===== config.mk =====
export PLATFORM = sky130hd
export DESIGN_NAME = bridge_rx
export DESIGN_NICKNAME = d
export VERILOG_FILES = /design/src/rtl/bridge_rx.sv
export SDC_FILE = /design/constraint.sdc
export NUM_CORES = 1
export LEC_CHECK = 0
export BUFFER_PORTS_ARGS = -buffer_cell sky130_fd_sc_hd__buf_4
export CAP_MARGIN = 25
export CORE_MARGIN = 5
export CORE_UTILIZATION = 40
export DETAILED_ROUTE_END_ITERATION = 12
export HOLD_SLACK_MARGIN = 0.1
export PLACE_DENSITY_LB_ADDON = 0.05
export SLEW_MARGIN = 10
export SYNTH_ARGS = -nofsm -noshare
export SYNTH_HDL_FRONTEND = slang
export SYNTH_SLANG_ARGS = --single-unit

===== constraint.sdc =====
create_clock -name clk -period 4.05 [get_ports clk]
set_input_delay 0.2025 -clock clk [delete_from_list [all_inputs] [get_ports clk]]
set_output_delay 0.2025 -clock clk [all_outputs]
set_load 0.01 [all_outputs]

===== src/rtl/bridge_rx.sv =====
// bridge_rx: turns the ASCII "R<addr>" / "W<addr><data>" command stream from the
// UART receiver into single-cycle register-bus requests at the head of the core chain.
module bridge_rx (
  input  logic        clk,
  input  logic        rst,
  input  logic [7:0]  data_i,
  input  logic        valid_i,
  output logic [15:0] addr_o,
  output logic [15:0] wdata_o,
  output logic [15:0] rdata_o,
  output logic        rw_o,
  output logic        valid_o
);

  localparam logic [1:0] S_IDLE  = 2'd0;
  localparam logic [1:0] S_READ  = 2'd1;
  localparam logic [1:0] S_WRITE = 2'd2;

  logic [1:0]  state;
  logic [3:0]  count;
  logic [31:0] buffer;

  logic       is_hex;
  logic       is_term;
  logic       is_r;
  logic       is_w;
  logic [3:0] nibble;
  logic [3:0] limit;

  // Command letters are accepted in either case, matching the hex digits.
  always_comb begin
    is_hex  = 1'b0;
    nibble  = data_i[3:0];
    is_term = (data_i == 8'h0D) || (data_i == 8'h0A);
    is_r    = (data_i == 8'h52) || (data_i == 8'h72);
    is_w    = (data_i == 8'h57) || (data_i == 8'h77);
    if (data_i >= 8'h30 && data_i <= 8'h39) begin
      is_hex = 1'b1;
    end else if ((data_i >= 8'h41 && data_i <= 8'h46) ||
                 (data_i >= 8'h61 && data_i <= 8'h66)) begin
      is_hex = 1'b1;
      nibble = data_i[3:0] + 4'd9;
    end
    limit = (state == S_WRITE) ? 4'd8 : 4'd4;
  end

  assign rdata_o = 16'h0000;

  // The low 16 bits of the shift buffer always hold the last four nibbles,
  // so a read takes its address there and a write splits the full 32 bits.
  always_ff @(posedge clk) begin
    if (rst) begin
      state   <= S_IDLE;
      count   <= 4'd0;
      buffer  <= 32'h0;
      addr_o  <= 16'h0;
      wdata_o <= 16'h0;
      rw_o    <= 1'b0;
      valid_o <= 1'b0;
    end else begin
      valid_o <= 1'b0;
      if (valid_i) begin
        if (is_r) begin
          state <= S_READ;
          count <= 4'd0;
        end else if (is_w) begin
          state <= S_WRITE;
          count <= 4'd0;
        end else begin
          case (state)
            S_READ, S_WRITE: begin
              if (is_hex) begin
                if (count < limit) begin
                  buffer <= {buffer[27:0], nibble};
                  count  <= count + 4'd1;
                end else begin
                  state <= S_IDLE;
                end
              end else if (is_term) begin
                if (count == limit) begin
                  valid_o <= 1'b1;
                  if (state == S_WRITE) begin
                    addr_o  <= buffer[31:16];
                    wdata_o <= buffer[15:0];
                    rw_o    <= 1'b1;
                  end else begin
                    addr_o <= buffer[15:0];
                    rw_o   <= 1'b0;
                  end
                end
                state <= S_IDLE;
              end else begin
                state <= S_IDLE;
              end
            end
            default: state <= S_IDLE;
          endcase
        end
      end
    end
  end

endmodule


==> run metrics, run 1 <==
run status finished clean; sequence of cells on the critical path inv_1 -> ha_1 -> inv_1 -> ha_1 -> nand2_1 -> nor4_2 -> and2b_1 -> buf_4 -> mux2i_1 -> nor2_1; total negative setup slack 0 ns; pin count of the biggest net entering global routing 75; Total Power 1.260 mW; layout cell share with drive strength beyond 1 0.2084; die footprint 10180 um2; setup slack of the most critical reg-to-reg path 1.81 ns; number of rows in the core area 33; syn_area_per_cell 9.107 um2; CTS root buf sky130_fd_sc_hd__clkbuf_8; worst hold path class in -> reg; clk buf depth 2; clock tree from TritonCTS done; DP HPWL 4980 um; post-CTS sizing 0; Switching Power 0.3001 mW; post-route clock period utilization 0.5529; Post-Synthesis Cells 363; post-synthesis sequential element count 72; core area 8134 um2; final-report max-slew violation count 0; number of I/O port buffers 44; Most used DFF post-synth sky130_fd_sc_hd__dfxtp_1; final setup violation count 0; die width 100.9 um; leading cell type by number of instances after synthesis sky130_fd_sc_hd__dfxtp_1; R2R cell count 10; relative max-transition margin 0.4388; Vias per Instance 4.992; starting utilization of the core area 0.4064; Reg clk slew, reported paths 0.08 ns; Max Fclk 446.6 MHz; antenna-violating nets left 0; worst reg2reg path endpoint rw_o; Clk Latency, worst-skew pair 0.34 ns; setup repair after global routing missed its margin no; Antenna Cells 0; detailed-router iteration count before antenna repair 4; number of enable flip-flop cells after synthesis 0; Avg WL per Cell 14.53 um; number of hold violations in the final report 0; Clock Skew 0.007572 ns; count of H-tree levels built during CTS 3; arrival time reported for the critical path endpoint 2.44 ns; largest voltage drop on the vdd net 153.3 uV; share of synthesized registers carrying an async set or reset 0; final critical delay including setup and external delays 2.239 ns; reported leakage power 1.469 nW; combinational share of power 0.042; Synth area leader sky130_fd_sc_hd__dfxtp_1; leading cell types by total area after synthesis sky130_fd_sc_hd__dfxtp_1 44%, sky130_fd_sc_hd__mux2i_1 11%, sky130_fd_sc_hd__nand2_1 7.3%, sky130_fd_sc_hd__a21oi_1 5.1%, sky130_fd_sc_hd__a211oi_2 4.9%; number of cells on the critical path 10; clock network fraction of total power 0.396; Die H 100.9 um; Critical Path Start Type flop; Top Family by Delay on Critical Path simple AND/OR/NAND/NOR gates; Yosys top cell area share 0.4360; antenna violations before repair 0; synth unique cells 47; sequential group share of total power 0.562; First DRT Iteration DRCs 134; Worst Min Path Start data_i[3]; Worst setup EP type flop; first-pass GRT wire length 11900 um; transition time at the pin with the least slew margin 0.8418 ns; delay of the slowest cell on the worst path 0.37 ns; cell internal pwr 0.9598 mW; post-CTS setup buffer count 0; number of CTS-inserted buffers 9; sequential-to-total area share from yosys stat 0.4360; via count of the first global-routing pass 2377; switching share of power 0.2382; CP Max Fanout 34; kind of critical path reg -> reg; Residual DRC 0; CP Data Required Time 4.25 ns; warnings from Yosys 0; area of the mapped netlist 3306 um2; boundary pin count 61; CTS Hold Bufs 0; number of nets in the final layout 418; worst setup path start state[0]; Critical path buffers and inverters 3; number of vias in the routed layout 2536; reg-to-reg critical path startpoint state[0]; TritonCTS Sinks 72; termination of the worst setup path rw_o; DRT Wirelength 7379 um; total power per unit cell area 333.5 nW/um2; final core utilization 0.4644; count of max-cap constraint violations 0; Total Routing Usage GR 0.1490; placer congestion estimate 0.7626; aggregate global routing overflow 0; Syn-to-layout area delta 14.27%; top cells by instance count after synthesis 72 x sky130_fd_sc_hd__dfxtp_1, 64 x sky130_fd_sc_hd__nand2_1, 39 x sky130_fd_sc_hd__nor2_1; Slowest cell on crit path sky130_fd_sc_hd__buf_4
[metal layers]
metal | vias up | routed length (um) | track usage
met5 | - | 0 | 0
met4 | 0 | 165 | 0.06748
met3 | 15 | 310 | 0.03322
met2 | 58 | 3535 | 0.2405
met1 | 1179 | 3368 | 0.1896
li1 | 1284 | - | -
[layout make-up]
cell class / instances / area [um2]
Fill cell: 813 / 4357
Multi-Input combinational cell: 259 / 1640
Sequential cell: 72 / 1441
Timing Repair Buffer: 48 / 360.3
Clock buffer: 11 / 141.4
Tap cell: 105 / 131.4
Clock inverter: 5 / 32.53
Inverter: 8 / 30.03
[logic make-up (layout without fill, tap and decap cells)]
logic type	count (synthesis)	count (layout)	synth area share
compound gates	71	71	0.1582
fa+ha+maj	9	9	0.03407
buf+inv	47	72	0.08668
flops	72	72	0.4360
mux	36	36	0.1094
other cells	1	16	0.001134
simple gates	127	127	0.1745
[tightest hold or removal path, cell delays in order]
cell and delay [ns]:
sky130_fd_sc_hd__buf_4 0.12, sky130_fd_sc_hd__o21ai_0 0.09, sky130_fd_sc_hd__a21oi_1 0.13
[state kept, by name (all words and copies together) (netlist names)]
| name | cells |
|---|---|
| rw_o | 1 |
| buffer | 32 |
| wdata_o | 16 |
| count | 4 |
| addr_o | 16 |
| state | 2 |
| valid_o | 1 |
[worst min-delay path by stage]
stage / endpoint / slack (ns) / depth (start not counted)
6_report: buffer[3] / 0.24 / 3
5_1_grt: count[2] / 0.26 / 3
4_1_cts: buffer[3] / 0.22 / 3
3_5_place_dp: buffer[29] / 0.45 / 2
3_3_place_gp: buffer[29] / 0.44 / 2
2_1_floorplan: buffer[3] / 0.42 / 2
[cells in the final DEF, fill, tap and decap left out, types with 8 or more instances in the layout]
cell,n
sky130_fd_sc_hd__a211oi_2,13
sky130_fd_sc_hd__nor2_1,39
sky130_fd_sc_hd__clkbuf_8,10
sky130_fd_sc_hd__mux2i_1,35
sky130_fd_sc_hd__inv_1,8
sky130_fd_sc_hd__a21oi_1,34
sky130_fd_sc_hd__conb_1,16
sky130_fd_sc_hd__buf_4,48
sky130_fd_sc_hd__nand2_1,64
sky130_fd_sc_hd__dfxtp_1,72
sky130_fd_sc_hd__ha_1,9
[power by group through the flow]
stage	logic, mW	clock network [mW]	registers [mW]
after floorplan	0.0473	0	0.724
after global placement	0.0532	0	0.724
after detailed placement	0.0528	0	0.724
after CTS	0.0532	0.522	0.707
after global routing	0.0588	0.550	0.707
final	0.0534	0.499	0.707
[stage by stage]
stage / setup WS [ns] / instance area [um2] / hold slack, ns / std cells
final: 1.811 / 3777 / 0.2380 / 508
after global routing: 1.605 / 3777 / 0.2557 / 508
after CTS: 1.785 / 3777 / 0.2212 / 508
after detailed placement: 1.773 / 3603 / 0.4461 / 492
after global placement: 1.813 / 3603 / 0.4420 / 492
after floorplan: 1.479 / 3362 / 0.4198 / 378
(Power assumes the default switching activity.)
==> run 2, diff against run 1 <==
==> constraint.sdc (replaced) <==
create_clock -name clk -period 1.81 [get_ports clk]
set_input_delay 0.0905 -clock clk [delete_from_list [all_inputs] [get_ports clk]]
set_output_delay 0.0905 -clock clk [all_outputs]
set_load 0.01 [all_outputs]
==> run metrics, run 2 (same netlist as run 1, synthesis figures left out) <==
run status finished clean; Avg WL per Cell 15.13 um (+4.2%); Die H 100.9 um (unchanged); number of rows in the core area 33 (unchanged); via count of the first global-routing pass 2494 (+4.9%); Residual DRC 0 (unchanged); DP HPWL 5631 um (+13%); Slowest cell on crit path sky130_fd_sc_hd__dfxtp_2; first-pass GRT wire length 12590 um (+5.7%); Worst setup EP type flop; Top Family by Delay on Critical Path buffers and inverters; most common cell after layout, fill and taps aside sky130_fd_sc_hd__dfxtp_1; final setup violation count 0 (unchanged); post-route clock period utilization 0.9881 (+0.4352); Total Power 2.923 mW (+130%); aggregate global routing overflow 0 (unchanged); clk buf depth 2 (unchanged); Max Fclk 559.2 MHz (+25%); arrival time reported for the critical path endpoint 2.01 ns (-0.43 ns); First DRT Iteration DRCs 101 (-25%); Vias per Instance 5.006 (+0.27%); Clk Latency, worst-skew pair 0.34 ns (about the same); placer congestion estimate 0.7160 (-6.1%); Switching Power 0.7662 mW (+160%); starting utilization of the core area 0.4064 (unchanged); Total Routing Usage GR 0.1582 (+0.009109); number of CTS-inserted buffers 9 (unchanged); total negative setup slack 0 ns (unchanged); Clock Skew 0.01158 ns (+0.004010 ns); Critical path buffers and inverters 5 (+2); layout cell share with drive strength beyond 1 0.3193 (+0.1109); die footprint 10180 um2 (unchanged); final cell count without fillers 534 (+5.1%); CP Max Fanout 5 (-85%); CTS root buf sky130_fd_sc_hd__clkbuf_8; clock network fraction of total power 0.411 (+0.015); final critical delay including setup and external delays 1.788 ns (-0.4508 ns); setup repair after global routing missed its margin yes; die width 100.9 um (unchanged); most frequent cells in the layout 70 x sky130_fd_sc_hd__dfxtp_1, 63 x sky130_fd_sc_hd__nand2_1, 62 x sky130_fd_sc_hd__buf_4; number of flip-flops in the largest register 32 (unchanged); combinational share of power 0.048 (+0.006); Reg clk slew, reported paths 0.09 ns (about the same); number of hold violations in the final report 0 (unchanged); reported leakage power 1.680 nW (+14%); sequential group share of total power 0.541 (-0.021); core area 8134 um2 (unchanged); boundary pin count 61 (unchanged); TritonCTS Sinks 72 (unchanged); number of vias in the routed layout 2673 (+5.4%); total power per unit cell area 694.7 nW/um2 (+110%); number of nets in the final layout 444 (+6.2%); library cell appearing most often on the critical path sky130_fd_sc_hd__ha_4; antenna violations before repair 0 (unchanged); count of max-cap constraint violations 0 (unchanged); CP Data Required Time 2.03 ns (-2.22 ns); pin count of the biggest net entering global routing 37 (-51%); cell internal pwr 2.157 mW (+120%); kind of critical path reg -> reg; Critical Path Start Type flop; top register by number of flip-flops buffer; DRT Wirelength 8080 um (+9.5%); detailed-router iteration count before antenna repair 4 (unchanged); clock tree from TritonCTS done; antenna-violating nets left 0 (unchanged); largest voltage drop on the vdd net 375.2 uV (+140%); Antenna Cells 0 (unchanged); Syn-to-layout area delta 27.29%; registers with the most flip-flops buffer (32), addr_o (16), wdata_o (16); sequence of cells on the critical path inv_2 -> ha_4 -> inv_6 -> ha_4 -> nand2_2 -> nor4_4 -> and2b_4 -> buf_12 -> buf_4 -> clkbuf_16 -> a211oi_2; final-report max-slew violation count 0 (unchanged); Cells after DPL 511 (+3.9%); worst hold path class in -> reg; count of H-tree levels built during CTS 3 (unchanged); delay of the slowest cell on the worst path 0.33 ns (-0.04 ns); number of I/O port buffers 44 (unchanged); switching share of power 0.2621 (+0.02393)
==> run 2: through the flow <==
stage	util	worst slack, ns	hold slack [ns]	cell area, um2
2_1_floorplan	-	-0.1133	0.3084	3490
3_3_place_gp	0.4778	-0.03525	0.4311	3886
3_5_place_dp	0.4778	-0.07054	0.4413	3886
4_1_cts	0.5021	0.008546	0.1578	4084
5_1_grt	0.5173	-0.07186	0.1737	4208
6_report	0.5173	0.02158	0.1746	4208
==> run 2: power groups by stage <==
stage	registers (mW)	clock network [mW]	logic, mW
6_report	1.58	1.20	0.139
5_1_grt	1.58	1.31	0.154
4_1_cts	1.58	1.24	0.138
3_5_place_dp	1.62	0	0.136
3_3_place_gp	1.62	0	0.135
2_1_floorplan	1.62	0	0.108
==> run 2: worst register-to-register path, cell delays in order, from the launching register on <==
cell,delay [ns]
sky130_fd_sc_hd__dfxtp_2,0.33
sky130_fd_sc_hd__inv_2,0.06
sky130_fd_sc_hd__ha_4,0.15
sky130_fd_sc_hd__inv_6,0.04
sky130_fd_sc_hd__ha_4,0.25
sky130_fd_sc_hd__nand2_2,0.06
sky130_fd_sc_hd__nor4_4,0.17
sky130_fd_sc_hd__and2b_4,0.21
sky130_fd_sc_hd__buf_12,0.12
sky130_fd_sc_hd__buf_4,0.12
sky130_fd_sc_hd__clkbuf_16,0.13
sky130_fd_sc_hd__a211oi_2,0.05
==> run 2: timing repair <==
item                                   CTS  global route
setup endpoints to repair               12            42
setup buffers                            0             4
cloned                                   0             2
endpoints found under the hold margin    2             0
hold buffers                             1             0
resized for setup                        2             9
==> run 2: layer usage <==
metal	up-vias	GRT usage	part of all wire	wire length [um]
li1	1339	-	-	-
met1	1275	0.2275	0.49	3999
met2	55	0.2380	0.45	3652
met3	4	0.03945	0.049	392
met4	0	0.03681	0.0045	36
met5	-	0	0	0
==> run 2: final cells by class <==
class / count / area (um2)
clock buffers: 9 / 123.9
flip-flops and latches: 72 / 1444
inverters: 8 / 35.03
fillers: 785 / 3926
repair buffers: 74 / 664.4
well taps: 105 / 131.4
multi-input cells: 259 / 1748
clock inverters: 7 / 61.31
==> run 2: worst paths after layout <==
check             startpoint  depth (start not counted)    endpoint  slack [ns]
setup / recovery    state[0]                         11  addr_o[11]        0.02
hold / removal     data_i[2]                          3   buffer[0]        0.17
setup reg to reg    state[0]                         11  addr_o[11]        0.02
hold reg to reg   buffer[30]                          2  buffer[30]        0.46
==> run 3, diff against run 2 <==
--- a/config.mk
+++ b/config.mk
@@ -7,9 +7,12 @@
 export LEC_CHECK = 0
 export BUFFER_PORTS_ARGS = -buffer_cell sky130_fd_sc_hd__buf_4
 export CAP_MARGIN = 25
+export CELL_PAD_IN_SITES_DETAIL_PLACEMENT = 0
+export CELL_PAD_IN_SITES_GLOBAL_PLACEMENT = 1
 export CORE_MARGIN = 5
-export CORE_UTILIZATION = 40
+export CORE_UTILIZATION = 38
 export DETAILED_ROUTE_END_ITERATION = 12
+export GPL_TIMING_DRIVEN = 0
 export HOLD_SLACK_MARGIN = 0.1
 export PLACE_DENSITY_LB_ADDON = 0.05
 export SLEW_MARGIN = 10
==> run metrics, run 3 (same netlist as run 1, synthesis figures left out) <==
number of CTS-inserted buffers 9 (unchanged); Clk Latency, worst-skew pair 0.34 ns (about the same); aggregate global routing overflow 0 (unchanged); number of flip-flops in the largest register 32 (unchanged); Worst setup EP type flop; boundary pin count 61 (unchanged); registers with the most flip-flops buffer (32), addr_o (16), wdata_o (16); layout cell share with drive strength beyond 1 0.4083 (+0.08895); clk buf depth 2 (unchanged); arrival time reported for the critical path endpoint 2.21 ns (+0.20 ns); Die H 103.3 um (+2.3%); antenna-violating nets left 0 (unchanged); Syn-to-layout area delta 40.46%; number of nets in the final layout 473 (+6.5%); antenna violations before repair 0 (unchanged); number of I/O port buffers 43 (-2.3%); setup repair after global routing missed its margin yes; transition time at the pin with the least slew margin 0.7302 ns; number of cells on the critical path 12 (+1); Residual DRC 0 (unchanged); most frequent cells in the layout 70 x sky130_fd_sc_hd__dfxtp_1, 67 x sky130_fd_sc_hd__buf_4, 51 x sky130_fd_sc_hd__nand2_1; relative max-transition margin 0.5132; global routing usage on met3 0.03286 (-0.006583); CP Data Required Time 2.07 ns (+0.04 ns); DP HPWL 6022 um (+6.9%); final critical delay including setup and external delays 1.952 ns (+0.1637 ns); busiest layer in global routing met2; kind of critical path reg -> reg; top register by number of flip-flops buffer; First DRT Iteration DRCs 99 (-2.0%); detailed-router iteration count before antenna repair 4 (unchanged); final worst setup slack -0.1421 ns (-0.1637 ns); clock tree from TritonCTS done; reg-to-reg critical path startpoint state[0]; Vias per Instance 5.021 (+0.31%); Hold Path Cell Cnt 4 (+1); total power per unit cell area 643.0 nW/um2 (-7.5%); Top Family by Delay on Critical Path buffers and inverters; total negative setup slack -3.098 ns (-3.098 ns); Max Fclk 512.3 MHz (-8.4%); most common cell after layout, fill and taps aside sky130_fd_sc_hd__dfxtp_1; count of H-tree levels built during CTS 3 (unchanged); TritonCTS Sinks 72 (unchanged); CP Max Fanout 5 (unchanged); largest voltage drop on the vdd net 448.2 uV (+19%); CTS root buf sky130_fd_sc_hd__clkbuf_8; die width 103.3 um (+2.3%); number of hold violations in the final report 0 (unchanged); Antenna Cells 0 (unchanged); R2R cell count 12 (+1); run status finished with violations; via count of the first global-routing pass 2549 (+2.2%); Avg WL per Cell 16.18 um (+6.9%); Critical path buffers and inverters 5 (unchanged); starting utilization of the core area 0.3847 (-0.02172); sequence of cells on the critical path inv_2 -> ha_4 -> clkinv_8 -> ha_4 -> nand2_4 -> nor4_4 -> and2b_1 -> buf_6 -> buf_12 -> buf_12 -> nor2_4 -> a211oi_2; final-report max-slew violation count 0 (unchanged); pin count of the biggest net entering global routing 13 (-65%); Reg clk slew, reported paths 0.08 ns (about the same); global-route met1 utilization 0.2092 (-0.01835); DRT Wirelength 9158 um (+13%); placer congestion estimate 0.8175 (+14%); die footprint 10660 um2 (+4.7%); delay of the slowest cell on the worst path 0.32 ns (about the same); reported leakage power 1.910 nW (+14%); violations in the final reports setup timing; Critical Path Start Type flop; post-route clock period utilization 1.078 (+0.09042); worst setup path start state[0]; number of rows in the core area 34 (+3.0%); Total Power 2.985 mW (+2.1%); core area 8593 um2 (+5.6%); global-route met2 utilization 0.2743 (+0.03632); number of vias in the routed layout 2842 (+6.3%); worst hold path class in -> reg; Slowest cell on crit path sky130_fd_sc_hd__dfxtp_2; first-pass GRT wire length 13140 um (+4.4%); final setup violation count 65 (+65); count of max-cap constraint violations 0 (unchanged); Worst Min Path Start rst; Clock Skew 0.01052 ns (-0.001059 ns); Total Routing Usage GR 0.1634 (+0.005253)
## run 3: cell types whose count changed in the layout (fill, tap and decap cells not counted), sizes merged
cell / previous run / this run
buf: 71 / 93
clkbuf: 11 / 18
inv: 13 / 7
clkinv: 0 / 4
bufinv: 0 / 1
o2111ai: 1 / 2
## run 3: final cells by class
type,count,area (um2)
Buffer,35,281.5
Clock inverter,6,60.06
Fill cell,836,3950
Timing Repair Buffer,67,606.8
Tap cell,108,135.1
Inverter,8,42.54
Sequential cell,72,1444
Multi-Input combinational cell,260,1946
Clock buffer,10,127.6
## run 3: repair_timing
action                                  4_1_cts  5_1_grt
setup buffers                                 9        6
gates resized for setup                      25       64
endpoints found under the setup margin       72       72
endpoints found under the hold margin         0        1
hold buffers                                  0        1
cloned                                        2        8
pin swaps                                     6       25
## run 3: final timing paths
check             slack (ns)         end
setup / recovery       -0.14  addr_o[10]
hold / removal          0.13    count[3]
setup reg to reg       -0.14  addr_o[10]
hold reg to reg         0.46  buffer[30]
## run 3: tightest hold or removal path: stages
cell and delay [ns]:
sky130_fd_sc_hd__buf_4 0.08, sky130_fd_sc_hd__or4b_2 0.10, sky130_fd_sc_hd__or3_1 0.09, sky130_fd_sc_hd__nand3_1 0.06
## run 3: metrics by stage
step	cell area, um2	util	hold slack [ns]	setup slack [ns]	std cells
2_1_floorplan	3490	-	0.3084	-0.1133	378
3_3_place_gp	3948	0.4594	0.4437	-0.3482	529
3_5_place_dp	3948	0.4594	0.4477	-0.3692	529
4_1_cts	4382	0.5099	0.1054	-0.2690	556
5_1_grt	4643	0.5403	0.1436	-0.2631	566
6_report	4643	0.5403	0.1330	-0.1421	566
## run 3: layer usage
metal  vias to the layer above  part of all wire
met2                        61              0.49
met4                         0             0.018
met5                         -                 0
met3                        13             0.038
met1                      1357              0.46
li1                       1411                 -
## run 3: power breakdown
part | internal, mW | switching [mW] | leakage, nW
clock | 0.630 | 0.604 | 0.0920
sequential | 1.58 | 0.000146 | 0.581
combinational | 0.0642 | 0.104 | 1.24
